File: src/rtl/apb_master_pkg.sv
// Shared types and helpers for the APB command master.
package apb_master_pkg;

  // Transfer sequencer states
  typedef enum logic [1:0] {
    ST_IDLE   = 2'd0,
    ST_SETUP  = 2'd1,
    ST_ACCESS = 2'd2,
    ST_RESP   = 2'd3
  } apb_state_e;

  // Completion codes held alongside the response
  localparam logic [1:0] RSP_OKAY    = 2'd0;
  localparam logic [1:0] RSP_SLVERR  = 2'd1;
  localparam logic [1:0] RSP_TIMEOUT = 2'd2;

  // Wait counter width: enough to hold the limit, never narrower than 1 bit
  function automatic int cnt_width(input int limit);
    int w;
    w = $clog2(limit + 1);
    return (w < 1) ? 1 : w;
  endfunction

endpackage

File: src/rtl/apb_wait_timer.sv
// Counts ACCESS cycles spent with PREADY low and flags the cycle that
// reaches the limit. LIMIT of 0 turns the timer off entirely.
module apb_wait_timer
  import apb_master_pkg::*;
#(
  parameter int LIMIT = 255,
  localparam int CW   = cnt_width(LIMIT)
) (
  input  logic clk,
  input  logic rst,
  input  logic clr,
  input  logic inc,
  output logic expired
);

  localparam bit ENABLED = (LIMIT != 0);

  logic [CW-1:0] cnt;

  // Wait-cycle counter; the abort fires on the increment that reaches LIMIT,
  // so the count never needs to go past it
  always_ff @(posedge clk or posedge rst) begin
    if (rst)                  cnt <= '0;
    else if (clr)             cnt <= '0;
    else if (inc && ENABLED)  cnt <= cnt + 1'b1;
  end

  // Combinational: this low-PREADY cycle is the LIMIT-th one
  assign expired = ENABLED && inc && (cnt == CW'(LIMIT - 1));

endmodule

File: src/rtl/apb_cmd_master.sv
// APB3 initiator: one valid/ready command in, one APB transfer out,
// one valid/ready response back. Single transfer outstanding.
module apb_cmd_master
  import apb_master_pkg::*;
#(
  parameter int ADDR_WIDTH     = 32,
  parameter int DATA_WIDTH     = 32,
  parameter int TIMEOUT_CYCLES = 255
) (
  input  logic                  PCLK,
  input  logic                  PRESET,
  // command port
  input  logic                  cmd_valid,
  output logic                  cmd_ready,
  input  logic                  cmd_write,
  input  logic [ADDR_WIDTH-1:0] cmd_addr,
  input  logic [DATA_WIDTH-1:0] cmd_wdata,
  // response port
  output logic                  rsp_valid,
  input  logic                  rsp_ready,
  output logic [DATA_WIDTH-1:0] rsp_rdata,
  output logic                  rsp_err,
  output logic                  rsp_timeout,
  // APB3
  output logic [ADDR_WIDTH-1:0] PADDR,
  output logic                  PSEL,
  output logic                  PENABLE,
  output logic                  PWRITE,
  output logic [DATA_WIDTH-1:0] PWDATA,
  input  logic [DATA_WIDTH-1:0] PRDATA,
  input  logic                  PREADY,
  input  logic                  PSLVERR
);

  apb_state_e state, state_nxt;

  logic       accept;
  logic       acc_done;
  logic       acc_abort;
  logic       tmr_inc;
  logic [1:0] rsp_code;

  // Everything handshake- and bus-facing decodes straight off the state
  // register, so reset pulls PSEL/PENABLE/rsp_valid down immediately.
  assign cmd_ready = (state == ST_IDLE);
  assign PSEL      = (state == ST_SETUP) || (state == ST_ACCESS);
  assign PENABLE   = (state == ST_ACCESS);
  assign rsp_valid = (state == ST_RESP);

  assign accept    = cmd_valid && cmd_ready;
  assign acc_done  = (state == ST_ACCESS) && PREADY;
  assign tmr_inc   = (state == ST_ACCESS) && !PREADY;

  apb_wait_timer #(
    .LIMIT (TIMEOUT_CYCLES)
  ) u_wait_timer (
    .clk     (PCLK),
    .rst     (PRESET),
    .clr     (state == ST_SETUP),
    .inc     (tmr_inc),
    .expired (acc_abort)
  );

  // State register
  always_ff @(posedge PCLK or posedge PRESET) begin
    if (PRESET) state <= ST_IDLE;
    else        state <= state_nxt;
  end

  // Next-state: PREADY on the limit cycle wins because acc_abort needs PREADY low
  always_comb begin
    state_nxt = state;
    case (state)
      ST_IDLE:   if (accept) state_nxt = ST_SETUP;
      ST_SETUP:  state_nxt = ST_ACCESS;
      ST_ACCESS: if (acc_done || acc_abort) state_nxt = ST_RESP;
      ST_RESP:   if (rsp_ready) state_nxt = ST_IDLE;
      default:   state_nxt = ST_IDLE;
    endcase
  end

  // Bus request fields: loaded on accept, otherwise held so the bus stays quiet
  always_ff @(posedge PCLK or posedge PRESET) begin
    if (PRESET) begin
      PADDR  <= '0;
      PWRITE <= 1'b0;
      PWDATA <= '0;
    end else if (accept) begin
      PADDR  <= cmd_addr;
      PWRITE <= cmd_write;
      PWDATA <= cmd_wdata;
    end
  end

  // Response capture at the end of ACCESS; held through RESP until the next one
  always_ff @(posedge PCLK or posedge PRESET) begin
    if (PRESET) begin
      rsp_rdata <= '0;
      rsp_code  <= RSP_OKAY;
    end else if (acc_done) begin
      rsp_rdata <= PWRITE ? '0 : PRDATA;
      rsp_code  <= PSLVERR ? RSP_SLVERR : RSP_OKAY;
    end else if (acc_abort) begin
      rsp_rdata <= '0;
      rsp_code  <= RSP_TIMEOUT;
    end
  end

  assign rsp_err     = (rsp_code == RSP_SLVERR);
  assign rsp_timeout = (rsp_code == RSP_TIMEOUT);

endmodule

File: config.mk
export PLATFORM = sky130hd
export DESIGN_NAME = apb_cmd_master
export DESIGN_NICKNAME = d
export VERILOG_FILES = /design/src/rtl/apb_master_pkg.sv /design/src/rtl/apb_wait_timer.sv /design/src/rtl/apb_cmd_master.sv
export SDC_FILE = /design/constraint.sdc
export NUM_CORES = 1
export LEC_CHECK = 0
export ABC_AREA = 1
export ABC_CLOCK_PERIOD_IN_PS = 3400
export BUFFER_PORTS_ARGS = -buffer_cell sky130_fd_sc_hd__buf_2
export CORE_AREA = 4 4 110 112
export CTS_CLUSTER_DIAMETER = 150
export CTS_CLUSTER_SIZE = 25
export DETAILED_ROUTE_END_ITERATION = 10
export DIE_AREA = 0 0 114 116
export GPL_TIMING_DRIVEN = 1
export PLACE_DENSITY_LB_ADDON = 0.2
export RECOVER_POWER = 100
export SLEW_MARGIN = 20
export SYNTH_ARGS = -nofsm -noshare
export SYNTH_HDL_FRONTEND = slang
export SYNTH_SLANG_ARGS = --single-unit
export TNS_END_PERCENT = 50
File: constraint.sdc
create_clock -name PCLK -period 3.4 [get_ports PCLK]
set_input_delay 0.34 -clock PCLK [delete_from_list [all_inputs] [get_ports PCLK]]
set_output_delay 0.34 -clock PCLK [all_outputs]
set_load 0.1 [all_outputs]
==> flow_summary.ini, run 1 <==
[run_status]
run_status = finished with violations
violations = capacitance limit, slew limit

[yosys]
yosys.area_share.simple_pct = 16.56
seq_area_frac_synth_pct = 59.66
ys_warn_count = 0
avgSynthCellArea_sq_um = 12.09
synth-compound-area-share_pct = 0.9579
netlist_top_cells_area = dfrtp_1, mux2_2, nand2_1
synth_top_area_cell = dfrtp_1
synth_top_family_by_area = simple AND/OR/NAND/NOR gates
netlist-cell-type-count = 24
synthXorXnorAreaFrac_pct = 0
synthMuxAreaShare_pct = 16.01
synth_top_area_share_pct = 59.66
synth.ff_latch_count = 109
syn_inst = 378
synth_fa_ha_area_share_pct = 1.916
synth_area_sq_um = 4572
synth_nets = 488

[die]
rows = 39
io_pins = 206
die_w_um = 114
initial_core_util_pct = 40.74
die-area_sq_um = 13220
die_h_um = 116
core_sq_um = 11220

[grt]
grt_pass1_wl_um = 16140
antenna_found_initial = 0
grt_pass1_vias = 3337
gr-usage-all-layers_pct = 15.23
grt_max_degree = 67
overflow = 0

[run]
cap_violations = 1

[placed_design]
gp_congestion = 0.7819
dp_slack_ns = 1.278
port_buffers = 205
hpwl_um = 7882
dp_cells = 713

[final_layout]
instances_no_fill = 729
areaGrowthSynthToFinish_pct = 27.67
drive_gt1_share_pct = 35.32
regArea_sq_um = 2728
n_antenna_cell = 0
multi_input_area_sq_um = 1603
finalNetCount = 691
fillCellCount = 1078
fin_util_pct = 52.01

[cts]
cts_sinks = 109
cts_resized = 0
clk_transition_reported_paths_ns = 0.07
root_buffer = clkbuf_16
htreeDepth = 3
clk_latency_ns = 0.34
cts_tree = yes
clk_path_buf_depth = 2
postCtsSetupBuffers = 0
cts_buffers = 9
hold_buffers = 0

[timing]
relSlewSlack_pct = -32.02
skew_ns = 0.006517
tns_ns = 0
worstMarginPinSlew_ns = 1.969
rsz0062_at_grt = no
fmax_mhz = 395.8
setup_slack_ns = 0.8738
period_share_pct = 74.30
finalSetupViolCount = 0
drv_slew = 44
hold_viol_final = 0
period_needed_ns = 2.526

[routing]
dr.pass1.iters = 5
drtAntennaViolNets = 0
drcViolationCount = 0
wl_per_cell_um = 14.45
viasPerCell = 4.713
vias = 3436
drt_iter0_drc = 209
routed_wl_um = 10540

[setup_path]
worst_setup_path_end_kind = flip-flop
start_kind = flip-flop
path_class = flip-flop to flip-flop
critical_path_arrival_ns = 2.80
ff2ff_setup_slack_ns = 0.87
crit_fanout = 35
rr_worst_depth = 7
cp.required_ns = 3.68

[worst_hold_path]
hold_path_class = input pin to flip-flop
min_path_cells = 3
state kept, by name (all words and copies together), names as in the netlist:
register          count
PADDR                32
PWDATA               32
rsp_rdata            32
u_wait_timer.cnt      8
rsp_code              2
state                 2
PWRITE                1
per-layer routing:
metal	up-vias	global-route usage (%)	share of wire [%]
met5	-	0	0
met3	16	3.551	6.4
li1	1648	-	-
met1	1661	18.74	40
met4	0	6.572	2.0
met2	111	25.76	51
final cells by class:
cell class | instances | area share [%]
Clock buffer | 11 | 4.330
Clock inverter | 5 | 0.9861
Inverter | 19 | 1.243
Multi-Input combinational cell | 234 | 27.46
Sequential cell | 109 | 46.73
Tap cell | 143 | 3.065
Timing Repair Buffer | 208 | 16.18
stage by stage:
stage	area, sq um	hold slack [ns]
after detailed placement	5677	0.4409
after floorplan	4572	0.4567
final	5837	0.1965
after global routing	5837	0.1970
after global placement	5677	0.4417
after CTS	5987	0.06774
logic make-up after synthesis:
group                      Yosys count
and+or+nand+nor                    154
AOI/OAI and AO/OA                    8
muxes                               65
adders and majority gates            7
DFF                                109
buffers and inverters               35
worst max-delay path, cell delays in order, from the launching register on:
cell     delay (ns)
dfrtp_1        0.42
inv_1          0.12
ha_1           0.23
nand2_1        0.85
nor2_2         0.30
buf_4          0.35
nand2_1        0.10
nand2_1        0.08
Yosys cell counts:
cell and number:
ha_1 7, buf_6 10, inv_1 17, nor2_2 1, buf_2 2, nand4_1 1, nand3_4 1, mux2_2 65
dfrtp_1 109, buf_4 4, nand3_2 16, a211oi_1 1, a21oi_1 2, clkinv_1 1, o21ai_0 4, nor3_1 1
nor2_4 2, or2_2 1, nand3_1 27, o22ai_1 1, nand2_2 3, nor2_1 13, inv_2 1, nand2_1 88
final timing paths:
path                                  from       endpoint
worst min register to register   PWDATA[4]      PWDATA[4]
worst max-delay path              state[0]  rsp_rdata[26]
max in group asynchronous           PRESET  rsp_rdata[16]
worst min-delay path            PRDATA[13]  rsp_rdata[13]
min in group asynchronous           PRESET      PADDR[26]
worst max register to register    state[0]  rsp_rdata[26]
cells in the final DEF, fill, tap and decap left out:
master	count
ha_1	7
clkinv_1	1
dfrtp_1	109
clkinv_4	1
mux2_2	65
nand3_4	1
nand4_1	1
nand2_2	1
inv_6	1
a211oi_1	1
clkbuf_8	2
nor2_1	14
clkinvlp_2	1
nand3_2	15
buf_12	2
or2_2	1
nor2_4	1
nor2_2	1
bufinv_16	1
buf_2	102
buf_4	1
clkbuf_16	9
o21ai_0	4
o22ai_1	1
nand3_1	28
clkinv_2	2
nand2_1	90
nor3_1	1
clkbuf_1	103
inv_1	17
a21oi_1	2
Power of run 1 is left out: the tool's default activity adds up to more than one toggle a clock period on the data nets, which glitch-free logic cannot reach.
==> inputs of run 2 (changes only) <==
--- a/config.mk
+++ b/config.mk
@@ -6,13 +6,13 @@
 export NUM_CORES = 1
 export LEC_CHECK = 0
 export ABC_AREA = 1
-export ABC_CLOCK_PERIOD_IN_PS = 3400
+export ABC_CLOCK_PERIOD_IN_PS = 2500
 export BUFFER_PORTS_ARGS = -buffer_cell sky130_fd_sc_hd__buf_2
-export CORE_AREA = 4 4 110 112
+export CORE_AREA = 4 4 104 106
 export CTS_CLUSTER_DIAMETER = 150
 export CTS_CLUSTER_SIZE = 25
 export DETAILED_ROUTE_END_ITERATION = 10
-export DIE_AREA = 0 0 114 116
+export DIE_AREA = 0 0 108 110
 export GPL_TIMING_DRIVEN = 1
 export PLACE_DENSITY_LB_ADDON = 0.2
 export RECOVER_POWER = 100
==> constraint.sdc (replaced) <==
create_clock -name PCLK -period 2.5 [get_ports PCLK]
set_input_delay 0.25 -clock PCLK [delete_from_list [all_inputs] [get_ports PCLK]]
set_output_delay 0.25 -clock PCLK [all_outputs]
set_load 0.1 [all_outputs]
==> run 2 against run 1 <==
Net effect: the run now ends clean; final cell count is 0.96% lower; core utilization grew 6.0 points; register-to-register slack got worse by 0.27 ns; first-iteration DRC count decreased by 36%; die area is 10% lower; largest cell class unchanged; sequential share of layout area is 1.4 points higher; highest routed layer unchanged; global-route usage rose by 2.4 points; critical path depth down 5.
==> flow_summary.ini, run 2 (synthesis gave the netlist of run 1 again) <==
[run_status]
run_status = finished, final reports clean

[setup_path]
critical_path_arrival_ns = 1.87
path_class = flip-flop to output pin
reg2reg_to = PADDR[1]
rr_startpoint = state[0]
worst_setup_path_end_kind = output pin
cp.required_ns = 2.25
rr_worst_depth = 5
start_kind = flip-flop
crit_fanout = 4
ff2ff_setup_slack_ns = 0.60

[timing]
relSlewSlack_pct = 19.01
finalSetupViolCount = 0
skew_ns = 0.02071
hold_viol_final = 0
fmax_mhz = 470.7
period_share_pct = 84.99
period_needed_ns = 2.125
drv_slew = 0
tns_ns = 0
worstMarginPinSlew_ns = 1.220
rsz0062_at_grt = no

[final_layout]
drive_gt1_share_pct = 33.62
multi_input_area_sq_um = 1535
final_cell_mix = dfrtp_1, buf_2, clkbuf_1
design_area_sq_um = 5668
finalNetCount = 694
regArea_sq_um = 2728
layout_commonest_cell = dfrtp_1
areaGrowthSynthToFinish_pct = 23.97
top_regs = PADDR (32), PWDATA (32), rsp_rdata (32)
n_antenna_cell = 0
fillCellCount = 946

[worst_hold_path]
min_path_cells = 3
hold_start = PRDATA[9]
min_to = rsp_rdata[9]
hold_path_class = input pin to flip-flop

[placed_design]
port_buffers = 205
hpwl_um = 8070
gp_congestion = 0.8049
placed_cell_area_sq_um = 5680

[routing]
dr.pass1.iters = 4
viasPerCell = 4.734
drcViolationCount = 0
vias = 3418
drtAntennaViolNets = 0
drt_iter0_drc = 133
wl_per_cell_um = 14.73
routed_wl_um = 10640

[cts]
cts_sinks = 109
cts_tree = yes
cts_buffers = 9
htreeDepth = 3
root_buffer = clkbuf_8
postCtsSetupBuffers = 0
clk_latency_ns = 0.37
clk_path_buf_depth = 2
clk_transition_reported_paths_ns = 0.11

[run]
cap_violations = 0

[grt]
grt_pass1_vias = 3483
antenna_found_initial = 0
grt_max_degree = 59
grt_pass1_wl_um = 16480
overflow = 0
gr-usage-all-layers_pct = 17.67

[die]
initial_core_util_pct = 46.77
die-area_sq_um = 11880
rows = 36
io_pins = 206
die_w_um = 108
die_h_um = 110
core_sq_um = 9774
-- run 2: cell types whose count changed in the layout (fill, tap and decap cells not counted), sizes merged --
| cell | change |
|---|---|
| buf | +1 |
| dlygate4sd3 | +1 |
| clkinvlp | +2 |
| clkinv | -1 |
| bufinv | -1 |
| clkbuf | +1 |
-- run 2: layer usage --
metal,vias to the layer above,track usage (%),wire length [um]
met5,-,0,0
met4,0,6.943,197
met3,16,4.193,819
met2,126,30.46,5366
met1,1629,21.59,4253
li1,1647,-,-
-- run 2: through the flow --
stage          hold slack, ns  utilization (%)  setup WS [ns]  std cells
2_1_floorplan          0.3667                -         0.2715        378
3_3_place_gp           0.3470            58.12         0.7535        705
3_5_place_dp           0.3551            58.12         0.6638        705
4_1_cts               0.04880            60.22         0.5664        722
5_1_grt               0.06117            57.99         0.2632        722
6_report              0.07057            57.99         0.3753        722
-- run 2: area by class of cell --
cell class	instances	share of cell area (%)
clock buffer	11	2.671
sequential	109	48.12
inverter	19	1.280
tap	133	2.936
timing repair buffer	211	17.13
multi-input combinational	234	27.09
clock inverter	5	0.7726
-- run 2: what timing repair did --
item,in CTS,in global routing
hold buffers,1,0
endpoints found under the hold margin,24,0
resized for setup,0,0
-- run 2: worst max path at each step --
stage / cells after the start / from / slack, ns / endpoint
6_report: 2 / state[0] / 0.38 / rsp_valid
5_1_grt: 4 / PRESET / 0.26 / rsp_rdata[8]
4_1_cts: 3 / state[0] / 0.57 / PENABLE
3_5_place_dp: 7 / state[0] / 0.66 / rsp_rdata[29]
3_3_place_gp: 7 / state[0] / 0.75 / rsp_rdata[0]
2_1_floorplan: 8 / state[0] / 0.27 / rsp_rdata[0]
-- run 2: critical path, stage by stage, from the launching register on --
cell and delay (ns):
dfrtp_1 0.41, ha_1 0.21, clkbuf_1 0.89
Power of run 2 is left out for the same reason.
==> inputs of run 3 (changes only) <==
--- a/config.mk
+++ b/config.mk
@@ -5,14 +5,14 @@
 export SDC_FILE = /design/constraint.sdc
 export NUM_CORES = 1
 export LEC_CHECK = 0
-export ABC_AREA = 1
-export ABC_CLOCK_PERIOD_IN_PS = 2500
+export ABC_AREA = 0
+export ABC_CLOCK_PERIOD_IN_PS = 1800
 export BUFFER_PORTS_ARGS = -buffer_cell sky130_fd_sc_hd__buf_2
-export CORE_AREA = 4 4 104 106
+export CORE_AREA = 4 4 109 111
 export CTS_CLUSTER_DIAMETER = 150
 export CTS_CLUSTER_SIZE = 25
 export DETAILED_ROUTE_END_ITERATION = 10
-export DIE_AREA = 0 0 108 110
+export DIE_AREA = 0 0 113 115
 export GPL_TIMING_DRIVEN = 1
 export PLACE_DENSITY_LB_ADDON = 0.2
 export RECOVER_POWER = 100
==> constraint.sdc (replaced) <==
create_clock -name PCLK -period 1.8 [get_ports PCLK]
set_input_delay 0.18 -clock PCLK [delete_from_list [all_inputs] [get_ports PCLK]]
set_output_delay 0.18 -clock PCLK [all_outputs]
set_load 0.1 [all_outputs]
==> run 3 against run 2 <==
Net effect: final cell count down 2.2%; register-to-register slack worse by 0.49 ns; final area up 5.1%; non-clock buffer count up 10; area after synthesis down 1.9%; wire length up 1.2%; core utilization down 2.8 points; worst hold slack worse by 0.032 ns; critical endpoint is now PADDR[20]; flip-flop and latch count unchanged; critical path type is now flip-flop to flip-flop; die area up 9.4%; sequential share of layout area down 2.3 points; global-route usage down 0.64 points.
==> flow_summary.ini, run 3 <==
[run_status]
run_status = finished, final reports clean

[timing]
worstMarginPinSlew_ns = 1.186
skew_ns = 0.01141
relSlewSlack_pct = 20.92
hold_viol_final = 0
period_needed_ns = 1.687
period_share_pct = 93.71
drv_slew = 0
tns_ns = 0
holdWs_ns = 0.03873
rsz0062_at_grt = no
fmax_mhz = 592.8
finalSetupViolCount = 0

[yosys]
netlist_top_cells_area = dfrtp_1, mux2_2, nand2b_1
netlist-cell-type-count = 27
synth_nets = 462
avgSynthCellArea_sq_um = 12.75
seq_area_frac_synth_pct = 60.79
synth_area_sq_um = 4487
synth_top_area_share_pct = 60.79
ys_top_cells_by_count = dfrtp_1, mux2_2, nand3_1
ys_warn_count = 0
async_reset_ff_share_pct = 100.0
ys.flop_type = dfrtp_1
syn_inst = 352
synth_most_common_cell = dfrtp_1
synth.ff_latch_count = 109
synth_top_area_cell = dfrtp_1
synth_edf_count = 0

[routing]
viasPerCell = 4.745
drtAntennaViolNets = 0
wl_per_cell_um = 15.25
drt_iter0_drc = 236
drcViolationCount = 0
routed_wl_um = 10770
vias = 3350
dr.pass1.iters = 4

[cts]
cts_tree = yes
cts_sinks = 109
clk_transition_reported_paths_ns = 0.10
htreeDepth = 3
clk_path_buf_depth = 2
root_buffer = clkbuf_8
cts_buffers = 9
clk_latency_ns = 0.36

[setup_path]
crit_fanout = 27
start_kind = flip-flop
critical_path_arrival_ns = 1.93
ff2ff_setup_slack_ns = 0.11
rr_startpoint = state[1]
reg2reg_to = PADDR[20]
rr_worst_depth = 5
cp.required_ns = 2.05
worst_setup_path_end_kind = flip-flop
path_class = flip-flop to flip-flop

[final_layout]
n_antenna_cell = 0
finalNetCount = 671
fillCellCount = 953
areaGrowthSynthToFinish_pct = 32.79
top_regs = PADDR (32), PWDATA (32), rsp_rdata (32)
multi_input_area_sq_um = 1612
drive_gt1_share_pct = 54.06
fin_util_pct = 55.21
instances_no_fill = 706
final_cell_mix = dfrtp_1, clkbuf_2, buf_2
layout_commonest_cell = dfrtp_1
regArea_sq_um = 2728

[worst_hold_path]
hold_path_class = input pin to flip-flop
min_to = PWDATA[19]
hold_start = cmd_wdata[19]
min_path_cells = 2

[grt]
antenna_found_initial = 1
overflow = 0
grt_pass1_vias = 3603
grt_pass1_wl_um = 17750
grt_max_degree = 61
gr-usage-all-layers_pct = 17.03

[die]
initial_core_util_pct = 41.57
rows = 38
die_w_um = 113
die_h_um = 115
core_sq_um = 10790
die-area_sq_um = 13000
io_pins = 206

[placed_design]
port_buffers = 205
gp_congestion = 0.8198
hpwl_um = 8161
dp_cells = 689

[run]
cap_violations = 0
-- run 3: how the worst max path moves through the flow --
stage / start / end / slack [ns] / cells past startpoint
global route: state[1] / PADDR[20] / 0.03 / 5
floorplan: state[0] / PADDR[0] / -0.48 / 6
global placement: state[0] / rsp_rdata[12] / 0.12 / 7
detailed placement: state[0] / rsp_rdata[13] / 0.09 / 7
CTS: state[1] / PSEL / 0.009 / 3
finish: state[1] / PADDR[20] / 0.11 / 5
-- run 3: cell type report --
type	count	share of cell area, %
Clock buffer	11	2.541
Tap cell	140	2.940
Timing Repair Buffer	221	20.20
Clock inverter	5	0.9870
Multi-Input combinational cell	213	27.05
Sequential cell	109	45.78
Inverter	7	0.5040
-- run 3: logic make-up after synthesis --
group,share of synthesized area (%)
adder cells (fa/ha/maj),1.952
AND/OR/NAND/NOR,11.52
buffers and inverters,3.458
flip-flops,60.79
AO/OA/AOI/OAI,4.322
XOR/XNOR,1.171
multiplexers,16.79
-- run 3: what timing repair did --
item,in CTS,in global routing
endpoints found under the setup margin,1,8
resized for setup,1,4
hold buffers,1,0
hold endpoints to repair,60,0
setup buffers,0,0
-- run 3: per-layer routing --
layer	routed length (um)	share of wire (%)	global-route usage, %	vias to the layer above
met5	15	0.14	0	-
met2	4933	46	26.34	145
met4	103	0.96	5.048	2
li1	-	-	-	1614
met1	4349	40	21.20	1580
met3	1364	13	8.474	9
-- run 3: through the flow --
stage          instance area (sq um)  worst slack, ns
2_1_floorplan                   4493          -0.4835
3_3_place_gp                    5761           0.1228
3_5_place_dp                    5761          0.08551
4_1_cts                         5983         0.009427
5_1_grt                         5958          0.02561
6_report                        5958           0.1132
-- run 3: critical path: stages, from the launching register on --
cell	delay (ns)
dfrtp_1	0.41
inv_1	0.10
ha_1	0.22
nand2_1	0.19
buf_6	0.28
mux2_2	0.37
Power of run 3 is left out for the same reason.
